### src/rtl/qrisc32_pkg.sv
// Shared qrisc32 constants and the prefetch-buffer cycle classification.
// Combinational only: no latency and no flow control.
package qrisc32_pkg;

   localparam logic [31:0] QRISC32_NOP         = 32'h0;
   localparam int unsigned QRISC32_INSTR_BYTES = 4;
   localparam logic [31:0] QRISC32_RESET_PC    = 32'h0;

   typedef enum logic [1:0] {
      CLS_IDLE,
      CLS_HIT,
      CLS_PEND,
      CLS_MISS
   } pf_cls_e;

   function automatic logic [31:0] word_align(input logic [31:0] addr);
      return {addr[31:2], 2'b00};
   endfunction

endpackage

### src/rtl/qrisc32_prefetch_mem.sv
// Prefetch queue storage: one write port, read of entry (rd_ptr + rd_ofs).
// Combinational read, write on the clock edge; the caller handles all flow control.
module qrisc32_prefetch_mem #(
   parameter int DEPTH = 4,
   localparam int PW = $clog2(DEPTH)
) (
   input  logic          clk,
   input  logic          wr_en,
   input  logic [PW-1:0] wr_ptr,
   input  logic [31:0]   wr_dat,
   input  logic [PW-1:0] rd_ptr,
   input  logic [PW-1:0] rd_ofs,
   output logic [31:0]   rd_dat
);

   logic [31:0]   mem_q [DEPTH];
   logic [PW-1:0] rd_idx;

   // Data carries no reset; validity is tracked by the count in the parent.
   always_ff @(posedge clk) begin
      if (wr_en) begin
         mem_q[wr_ptr] <= wr_dat;
      end
   end

   always_comb begin
      rd_idx = rd_ptr + rd_ofs;
      rd_dat = mem_q[rd_idx];
   end

endmodule

### src/rtl/qrisc32_prefetch.sv
// Sequential instruction prefetch queue: zero-wait hits; 2 wait cycles on a redirect.
// Stalls on mem_wait_req hold mem_rd/mem_address; a full queue drops mem_rd until a retire.
module qrisc32_prefetch
   import qrisc32_pkg::*;
#(
   parameter int DEPTH = 4
) (
   input  logic        clk,
   input  logic        areset_n,
   input  logic        if_rd,
   input  logic [31:0] if_address,
   output logic [31:0] if_data,
   output logic        if_wait_req,
   output logic        mem_rd,
   output logic [31:0] mem_address,
   input  logic [31:0] mem_data,
   input  logic        mem_wait_req,
   output logic [15:0] miss_cnt
);

   localparam int PW = $clog2(DEPTH);
   localparam int CW = $clog2(DEPTH + 1);
   localparam logic [CW-1:0] FULL = CW'(DEPTH);

   logic [CW-1:0] count_q, count_d;
   logic [31:0]   head_q, head_d;
   logic [31:0]   fetch_q, fetch_d;
   logic [PW-1:0] rd_ptr_q, rd_ptr_d;
   logic [15:0]   miss_cnt_q, miss_cnt_d;

   pf_cls_e       cls;
   logic [29:0]   ofs_w;
   logic [CW-1:0] retire_n;
   logic          push;
   logic [PW-1:0] wr_ptr;
   logic [31:0]   rd_dat;
   logic          unused_addr_lsb;

   assign unused_addr_lsb = ^if_address[1:0];

   qrisc32_prefetch_mem #(.DEPTH(DEPTH)) u_mem (
      .clk    (clk),
      .wr_en  (push),
      .wr_ptr (wr_ptr),
      .wr_dat (mem_data),
      .rd_ptr (rd_ptr_q),
      .rd_ofs (ofs_w[PW-1:0]),
      .rd_dat (rd_dat)
   );

   always_comb begin
      // Word distance from the head, modulo 2^30 so the window may straddle address 0.
      ofs_w = if_address[31:2] - head_q[31:2];
      cls   = CLS_IDLE;
      if (if_rd) begin
         if (ofs_w < 30'(count_q)) begin
            cls = CLS_HIT;
         end else if (if_address[31:2] == fetch_q[31:2]) begin
            cls = CLS_PEND;
         end else begin
            cls = CLS_MISS;
         end
      end

      retire_n = '0;
      if (cls == CLS_HIT) begin
         retire_n = CW'(ofs_w[PW-1:0]);
      end else if (cls == CLS_PEND) begin
         retire_n = count_q;
      end

      mem_rd      = (count_q != FULL) && (cls != CLS_MISS);
      push        = mem_rd && !mem_wait_req;
      wr_ptr      = rd_ptr_q + count_q[PW-1:0];
      mem_address = fetch_q;
      if_wait_req = (cls != CLS_HIT);
      if_data     = (cls == CLS_HIT) ? rd_dat : QRISC32_NOP;
      miss_cnt    = miss_cnt_q;
   end

   always_comb begin
      count_d    = count_q - retire_n + CW'(push);
      head_d     = head_q + 32'(retire_n) * QRISC32_INSTR_BYTES;
      rd_ptr_d   = rd_ptr_q + retire_n[PW-1:0];
      fetch_d    = push ? fetch_q + QRISC32_INSTR_BYTES : fetch_q;
      miss_cnt_d = miss_cnt_q;
      if (cls == CLS_MISS) begin
         count_d  = '0;
         head_d   = word_align(if_address);
         fetch_d  = word_align(if_address);
         rd_ptr_d = rd_ptr_q;
         if (miss_cnt_q != 16'hFFFF) begin
            miss_cnt_d = miss_cnt_q + 16'd1;
         end
      end
   end

   always_ff @(posedge clk or negedge areset_n) begin
      if (!areset_n) begin
         count_q    <= '0;
         head_q     <= QRISC32_RESET_PC;
         fetch_q    <= QRISC32_RESET_PC;
         rd_ptr_q   <= '0;
         miss_cnt_q <= '0;
      end else begin
         count_q    <= count_d;
         head_q     <= head_d;
         fetch_q    <= fetch_d;
         rd_ptr_q   <= rd_ptr_d;
         miss_cnt_q <= miss_cnt_d;
      end
   end

endmodule

### config.mk
export PLATFORM = sky130hd
export DESIGN_NAME = qrisc32_prefetch
export DESIGN_NICKNAME = d
export VERILOG_FILES = /design/src/rtl/qrisc32_pkg.sv /design/src/rtl/qrisc32_prefetch_mem.sv /design/src/rtl/qrisc32_prefetch.sv
export SDC_FILE = /design/constraint.sdc
export NUM_CORES = 1
export LEC_CHECK = 0
export ABC_CLOCK_PERIOD_IN_PS = 8400
export CAP_MARGIN = 0
export CORE_UTILIZATION = 55
export CTS_BUF_LIST = sky130_fd_sc_hd__clkbuf_16
export DETAILED_ROUTE_END_ITERATION = 8
export HOLD_SLACK_MARGIN = 0.06
export MAX_ROUTING_LAYER = met4
export PLACE_DENSITY = 0.87
export SKIP_LAST_GASP = 1
export SYNTH_ARGS = -nofsm -noshare
export SYNTH_HDL_FRONTEND = slang
export SYNTH_HIERARCHICAL = 1
export SYNTH_SLANG_ARGS = --single-unit
### constraint.sdc
create_clock -name clk -period 8.4 [get_ports clk]
set_input_delay 1.26 -clock clk [delete_from_list [all_inputs] [get_ports clk]]
set_output_delay 1.26 -clock clk [all_outputs]
set_load 0.03 [all_outputs]
==> impl_metrics.py <==
metrics = {
    "critical_path": {
        "required_ps": 7140,
        "cp_max_fo": 37,
        "startpoint_type": "input port",
        "critPathArrivalTime_ps": 6850,
        "crit_chain": "clkdlybuf4s50_1, inv_1, ha_1, fa_1, inv_1, ha_1, a21boi_0, o21a_1, a211o_1, nor3_1, nand4b_1, or4_1, or4_1, nand2b_1, nor4b_4, buf_4, and3_1, clkdlybuf4s50_1",
        "crit_type": "input port to output port",
        "critPathMaxStageDelay_ps": 740,
        "slowest_stage": "clkdlybuf4s50_1",
        "critPathCaptureType": "output port",
    },
    "power": {
        "p_sw_w": 0.000833,
        "sw_frac_of_total": 0.295,
        "p_per_area_mw_per_mm2": 200,
        "seqPwrFrac": 0.432,
        "vdd_drop_max_mv": 0.202,
        "comb_power_share": 0.223,
        "leakagePower_nw": 5.52,
        "p_clk_frac": 0.345,
        "internal-power_w": 0.00199,
    },
    "routing": {
        "first_iter_violations": 734,
        "num_vias": 8684,
        "post_drt_via_cell_ratio": 6.04,
        "drtPass1Iterations": 5,
        "wire_per_inst_um": 20.7,
        "drt_wl_total_mm": 29.8,
        "ant_nets": 0,
        "drc": 0,
    },
    "synthesis": {
        "synth_edf_count": 128,
        "synthFlopType": "edfxtp_1",
        "synth_seq_cells": 209,
        "synth_warnings": 6,
        "ys_types": 62,
        "async_flop_share": 0.388,
        "syn_area_sq_mm": 0.0116,
        "ys_seq_area_frac": 0.507,
        "synthCells": 1000,
        "syn_area_per_cell_sq_um": 11.6,
    },
    "floorplan": {
        "floorplan.core_area_sq_mm": 0.0204,
        "io_pins": 150,
        "die_area_sq_mm": 0.0217,
        "die_x_um": 147,
        "initial_utilization": 0.567,
        "core.rowCount": 52,
        "die_y_um": 147,
    },
    "sta": {
        "setup_viol": 0,
        "clock.fmax_ghz": 0.123,
        "tightest_slew_ps": 945,
        "worst_hold_slack_ps": 495,
        "timing.final.crit_share": 0.965,
        "fin_crit_ps": 8110,
        "slew_headroom": 0.370,
        "hold_violations": 0,
        "rsz0062_at_grt": "false",
        "fin_setup_tns_ps": 0,
        "finalClockSkew_ps": 9.57,
        "drv_slew": 0,
    },
    "placed_design": {
        "routabilityCongestion": 0.939,
        "dpl.hpwl_mm": 20.8,
        "numPortBuffers": 145,
    },
    "cts": {
        "htree_levels": 1,
        "holdBufCountCts": 0,
        "cts_buffer_depth": 3,
        "cts_root_buf": "clkbuf_16",
        "cts_tree": "done",
        "cts_buffers": 23,
        "cts_setup_buffers": 0,
        "clkSlewWorstSetupHoldPaths_ps": 50,
        "clock_sinks": 209,
        "clock_latency_ps": 520,
        "cts_repair_resize_count": 0,
    },
    "finish": {
        "antenna_cells": 0,
        "final_util": 0.690,
        "final.fill_count": 1471,
        "nNetsFinal": 1263,
        "drive_above_1_share": 0.0557,
        "syn_to_final_growth_pct": 21.6,
    },
    "status": {
        "status": "finished, final reports clean",
    },
    "global_route": {
        "grt_max_degree": 96,
        "grt_pass1_wl_mm": 46.8,
        "grt_overflow_total": 0,
        "grt_usage": 0.286,
        "grt_pass1_vias": 8815,
        "antenna_found_initial": 0,
    },
    "worst_hold_path": {
        "hold_path.class": "flip-flop to flip-flop",
    },
    "run": {
        "maxCapViolations": 0,
    },
}
metal layers:
metal	vias up	part of all wire	GRT usage
li1	4045	-	-
met1	4194	0.40	0.363
met2	368	0.49	0.465
met3	77	0.072	0.0463
met4	0	0.032	0.100
met5	-	0	-
sequential cells by signal, summed over array words and instances (netlist names):
register and flops:
head_q 30, miss_cnt 16, mem_address 30, u_mem/mem_q 128, count_q 3, rd_ptr_q 2
synth_stat cells (21+ instances only):
| cell type | instances | area, sq um |
|---|---|---|
| a21oi_1 | 95 | 475 |
| and3_1 | 51 | 319 |
| clkbuf_1 | 24 | 90.1 |
| dfrtp_1 | 81 | 2030 |
| edfxtp_1 | 128 | 3840 |
| ha_1 | 42 | 526 |
| inv_1 | 50 | 188 |
| mux4_1 | 32 | 841 |
| nand2_1 | 61 | 229 |
| nand3_1 | 25 | 125 |
| nand4_1 | 40 | 250 |
| nor2_1 | 68 | 255 |
| o21ai_0 | 21 | 105 |
| xnor2_1 | 77 | 674 |
| xor2_1 | 43 | 377 |
per-stage QoR:
step / power, W / setup WS, ps / cells / cell area [sq um]
6_report: 0.00282 / 294 / 1437 / 14100
5_1_grt: 0.00293 / 45.2 / 1437 / 14100
4_1_cts: 0.00283 / 287 / 1437 / 14100
3_5_place_dp: 0.00186 / 180 / 1395 / 13400
3_3_place_gp: 0.00184 / 210 / 1395 / 13400
2_1_floorplan: 0.00164 / 160 / 1001 / 11600
worst max-delay path: cells and delay by family:
family          cells  cell delay [ps]
buf+inv             5             1910
simple gates        7             2060
compound gates      3              540
fa+ha+maj           3             1050
layout make-up:
class | instances | area [sq um] | area share
Tap cell | 270 | 338 | 0.0240
Inverter | 50 | 188 | 0.0133
Multi-Input combinational cell | 699 | 5340 | 0.379
Clock inverter | 19 | 154 | 0.0109
Sequential cell | 209 | 5870 | 0.417
Timing Repair Buffer | 167 | 1620 | 0.115
Clock buffer | 23 | 576 | 0.0408
cell families after synthesis:
| family | after synthesis | synth area share |
|---|---|---|
| simple gates | 305 | 0.137 |
| flops | 209 | 0.507 |
| compound gates | 189 | 0.102 |
| xor+xnor | 121 | 0.0927 |
| buf+inv | 93 | 0.0342 |
| fa+ha+maj | 45 | 0.0505 |
| mux | 37 | 0.0770 |
| other cells | 1 | 0.000324 |
power by group through the flow:
stage | registers [W] | logic [W] | clock network [W]
after CTS | 0.00122 | 0.000628 | 0.000985
after detailed placement | 0.00124 | 0.000622 | 0
after global routing | 0.00123 | 0.000679 | 0.00103
after global placement | 0.00123 | 0.000612 | 0
after floorplan | 0.00128 | 0.000362 | 0
final | 0.00122 | 0.000630 | 0.000974
worst paths after layout:
check / from / endpoint / slack, ps / cells after the start
worst max-delay path: if_address[2] / if_data[18] / 290 / 18
worst min-delay path: miss_cnt[15] / miss_cnt[15] / 500 / 1
worst max register to register: head_q[2] / head_q[28] / 1650 / 28
worst min register to register: miss_cnt[15] / miss_cnt[15] / 500 / 1
max in group asynchronous: areset_n / mem_address[28] / 6680 / 2
min in group asynchronous: areset_n / miss_cnt[0] / 570 / 1
layout by cell type, fill, tap and decap left out, types with 40 or more instances in the layout:
cell             instances
dfrtp_1                 81
xnor2_1                 77
edfxtp_1               128
ha_1                    42
nand4_1                 40
nor2_1                  67
clkdlybuf4s50_1        143
a21oi_1                 95
and3_1                  51
inv_1                   58
nand2_1                 61
xor2_1                  43
Note: power is estimated with default switching activity, not from simulation.
==> variant 1, RTL diff (config.mk and constraints unchanged) <==
`DEPTH` is set to 4 in 2 places; all go to 16.
--- a/src/rtl/qrisc32_prefetch_mem.sv
+++ b/src/rtl/qrisc32_prefetch_mem.sv
@@ -1,7 +1,7 @@
 // Prefetch queue storage: one write port, read of entry (rd_ptr + rd_ofs).
 // Combinational read, write on the clock edge; the caller handles all flow control.
 module qrisc32_prefetch_mem #(
-   parameter int DEPTH = 4,
+   parameter int DEPTH = 16,
    localparam int PW = $clog2(DEPTH)
 ) (
    input  logic          clk,
--- a/src/rtl/qrisc32_prefetch.sv
+++ b/src/rtl/qrisc32_prefetch.sv
@@ -3,7 +3,7 @@
 module qrisc32_prefetch
    import qrisc32_pkg::*;
 #(
-   parameter int DEPTH = 4
+   parameter int DEPTH = 16
 ) (
    input  logic        clk,
    input  logic        areset_n,
Check against the original RTL: not equivalent (Yosys sat finds a counterexample within 10 cycles, from zero or initial values and one cycle with areset_n low).
==> variant 1 against the original RTL <==
Setup slack improved by 170 ps. Global-route usage increased by 2.2 points. Final area increased by 130%. Sequential cell count increased by 388. Wire length increased to 2.6 times the old value. Via count increased by 110%. Synthesized area increased by 140%. Non-clock buffer count increased by 35. Power increased to 2.9 times the old value. Critical path type unchanged.
==> variant 1: results <==
[run_status]
status = "completed"

[cells_and_area]
areaGrowthSynthToFinish_pct = 16.9
top_register = "u_mem/mem_q"
fillCellCount = 3171
layout-drive-gt1-share = 0.180
largest_reg_flops = 512
nNetsFinal = 2134

[detailed_routing]
firstDrtPassIters = 5
wl_met1_mm = 27.9
routedWlPerCell_um = 28.2
wl_met3_mm = 7.54
drt_iter0_drc = 2209
drt-total-wl_mm = 76.8
via_count = 18100

[power_and_ir_drop]
p_leak_nw = 11.4
irDropWorstVdd_v = 0.000284

[critical_path]
cp_max_fo = 36
cp.arrival_ps = 6680
reg2regPathDepth = 27
path_delay_family = "buffers and inverters"
max_stage_delay_ps = 710

[logic_synthesis]
syn_area_per_cell_um2 = 15.2
synth_cell_types = 85
synthTopCellsByArea = "edfxtp_1 (55%), mux4_2 (10%), dfrtp_1 (7.6%), ha_1 (2.6%), xnor2_1 (2.5%)"
async_flop_share = 0.142
ys_top_cells_by_count = "edfxtp_1 (512), nand2_1 (139), mux4_2 (128)"
synth_edf_count = 512
yosysSeqAreaShare = 0.626

[grt]
antenna_found_initial = 2
grt_max_degree = 83
grt_pass1_wl_mm = 114
track_usage = 0.308

[sta]
tightest_slew_ps = 1120
clock_skew_ps = 91.8

[placement]
place_congestion = 0.965
pre_cts_ws_ps = 43.9
placed_cells = 2615

[cts]
htreeDepth = 2
numCtsBuffers = 58
## variant 1: metal layers
metal / global-route usage / up-vias
li1: - / 7491
met1: 0.376 / 9107
met2: 0.496 / 1282
met3: 0.0607 / 269
met4: 0.145 / 0
met5: - / -
## variant 1: logic make-up after synthesis
family                     count (synthesis)  share of synthesized area
xor gates and xnor gates                 117                     0.0372
muxes                                    185                      0.130
buffers and inverters                    163                     0.0267
adders and majority gates                 63                     0.0298
other                                      1                   0.000134
and+or+nand+nor                          442                     0.0796
AOI/OAI and AO/OA                        270                     0.0706
DFF                                      597                      0.626
## variant 1: final cells by class
class                           count  share of cell area
Inverter                           65             0.00747
Timing Repair Buffer              202              0.0613
Multi-Input combinational cell   1079               0.302
Antenna cell                        2            0.000153
Sequential cell                   597               0.536
Tap cell                          672              0.0257
Clock inverter                     51              0.0227
Clock buffer                       58              0.0444
## variant 1: worst paths after layout
kind,start,endpoint,slack [ps]
max,if_address[2],if_data[24],460
min,areset_n,head_q[16],470
max reg2reg,head_q[2],head_q[26],1350
min reg2reg,miss_cnt[4],miss_cnt[4],500
max in group asynchronous,areset_n,miss_cnt[5],6740
min in group clk,miss_cnt[4],miss_cnt[4],500
## variant 1: report_power, final
group | internal, mW | switching [mW]
Combinational | 0.682 | 1.07
Clock | 1.79 | 1.19
Sequential | 3.33 | 0.0860
Total | 5.80 | 2.34
==> variant 2, RTL diff (same settings) <==
Without the edit above. Make the reset (`areset_n`) synchronous in one clocked block.
--- a/src/rtl/qrisc32_prefetch.sv
+++ b/src/rtl/qrisc32_prefetch.sv
@@ -95,7 +95,7 @@
       end
    end
 
-   always_ff @(posedge clk or negedge areset_n) begin
+   always_ff @(posedge clk) begin
       if (!areset_n) begin
          count_q    <= '0;
          head_q     <= QRISC32_RESET_PC;
Formal check against the unedited RTL: differs if areset_n is asserted again (counterexample within 4 cycles, from zero or initial values and one cycle with areset_n low); with areset_n held inactive, the same outputs for 4 cycles.
==> variant 2 against the original RTL <==
Setup slack improved by 360 ps. Final area fell by 1.4%. Sequential cell count did not move. Clock skew rose by 6.5 ps. Clock power barely moved. Synthesized area fell by 0.91%. Wire length rose by 0.61%. Die area fell by 0.89%. Cell count rose by 2.5%. Power fell by 9.5%. Count of clock-buffer cells in the layout did not move. Largest power group unchanged.
==> variant 2: results <==
[logic_synthesis]
synth_edf_count = 128
ys_top_cells_by_count = "edfxtp_1 (128), a21oi_1 (96), dfxtp_1 (81)"
synthTopCellsByArea = "edfxtp_1 (33%), dfxtp_1 (14%), mux4_1 (7.3%), ha_1 (4.6%), xnor2_1 (4.5%)"
synth_cell_types = 69
async_flop_share = 0
yosysSeqAreaShare = 0.476
synthFlopType = "edfxtp_1"

[cells_and_area]
fillCellCount = 1458
largest_reg_flops = 128
top_register = "u_mem/mem_q"
layout-drive-gt1-share = 0.0541
nNetsFinal = 1298

[critical_path]
path_delay_family = "buffers and inverters"
regToRegSetupSlack_ps = 1620
reg2regPathDepth = 25
r2r_end = "head_q[30]"
cp.arrival_ps = 6490
cp_max_fo = 33
crit_slowest_cell = "or4_1"
r2r-start = "head_q[3]"
max_stage_delay_ps = 720

[detailed_routing]
drt-total-wl_mm = 30.0
drc = 0
via_count = 9010
drt_iter0_drc = 704

[sta]
clock_skew_ps = 16.0
tightest_slew_ps = 1130
hold_ws_ps = 490

[grt]
grt_pass1_wl_mm = 47.3
grt_max_degree = 97
track_usage = 0.291
antenna_found_initial = 1
grt_pass1_vias = 8824

[run_status]
status = "completed"

[placement]
dp_hpwl_mm = 21.0
place_congestion = 0.936
port_buffers = 145

[cts]
cts.clk_slew.worst_paths_ps = 50
root_buffer = "clkbuf_16"
htreeDepth = 1
cts_setup_buffers = 0
numCtsBuffers = 23
clk_latency_ps = 520

[worst_hold_path]
whs_endpoint = "count_q[2]"
hold_path_depth = 2
hp-start = "count_q[2]"
hold_class = "reg -> reg"

[power_and_ir_drop]
p_leak_nw = 5.02
irDropWorstVdd_v = 0.000183
variant 2: cell types whose count changed in the layout (fill, tap and decap cells not counted), sizes merged, moves of 8 or more:
cell,change
dfrtp,-81
dfxtp,+81
and2,+37
and3,-29
o21ai,+24
nor2,-19
xnor2,-18
inv,+13
nand4,-13
buf,-11
a21o,+8
variant 2: layout make-up:
cell class                 count  area, um^2  area share
antenna                        1        2.50    0.000180
clock buffer                  23         576      0.0414
clock inverter                19         158      0.0113
inverter                      65         244      0.0176
multi-input combinational    728        5560       0.400
sequential                   209        5470       0.393
tap                          270         338      0.0243
timing repair buffer         158        1550       0.111
variant 2: per-layer routing:
layer,share of wire,GRT usage
met1,0.41,0.368
met2,0.49,0.475
met3,0.065,0.0409
met4,0.038,0.107
met5,0,-
variant 2: worst min-delay path, stage by stage, from the launching register on:
cell and delay (ps):
dfxtp_1 320, nand3_1 70, a21oi_1 60
variant 2: worst max path at each step:
stage | start | to | cells after the start
after detailed placement | if_address[2] | head_q[30] | 29
final | if_address[2] | if_data[15] | 18
after global placement | if_address[2] | head_q[30] | 29
after floorplan | if_address[2] | u_mem/mem_q[0][0] | 19
after CTS | if_address[2] | head_q[30] | 29
after global routing | if_address[3] | head_q[30] | 28
variant 2: stage by stage:
step	std cells	worst slack (ps)	total power, mW	utilization	area (um^2)
final	1473	652	2.55	0.682	13900
after global routing	1473	45.8	2.64	0.682	13900
after CTS	1472	666	2.56	0.682	13900
after detailed placement	1430	196	1.59	0.646	13200
after global placement	1430	430	1.58	0.646	13200
after floorplan	1042	1010	1.45	-	11500
variant 2: power by group:
part           internal (mW)  switching [mW]  total, mW
Clock                  0.564           0.412      0.976
Combinational          0.184           0.244      0.428
Sequential              1.12          0.0306       1.15
variant 2: kinds of logic after synthesis:
family          share of synthesized area
simple gates                        0.139
compound gates                      0.129
flops                               0.476
buf+inv                            0.0423
xor+xnor                           0.0791
fa+ha+maj                          0.0510
mux                                0.0828
other cells                      0.000327
variant 2: repair_timing:
item                                    CTS  global route
hold buffers                              0             0
gates resized for setup                   0             1
endpoints found under the setup margin    0             1
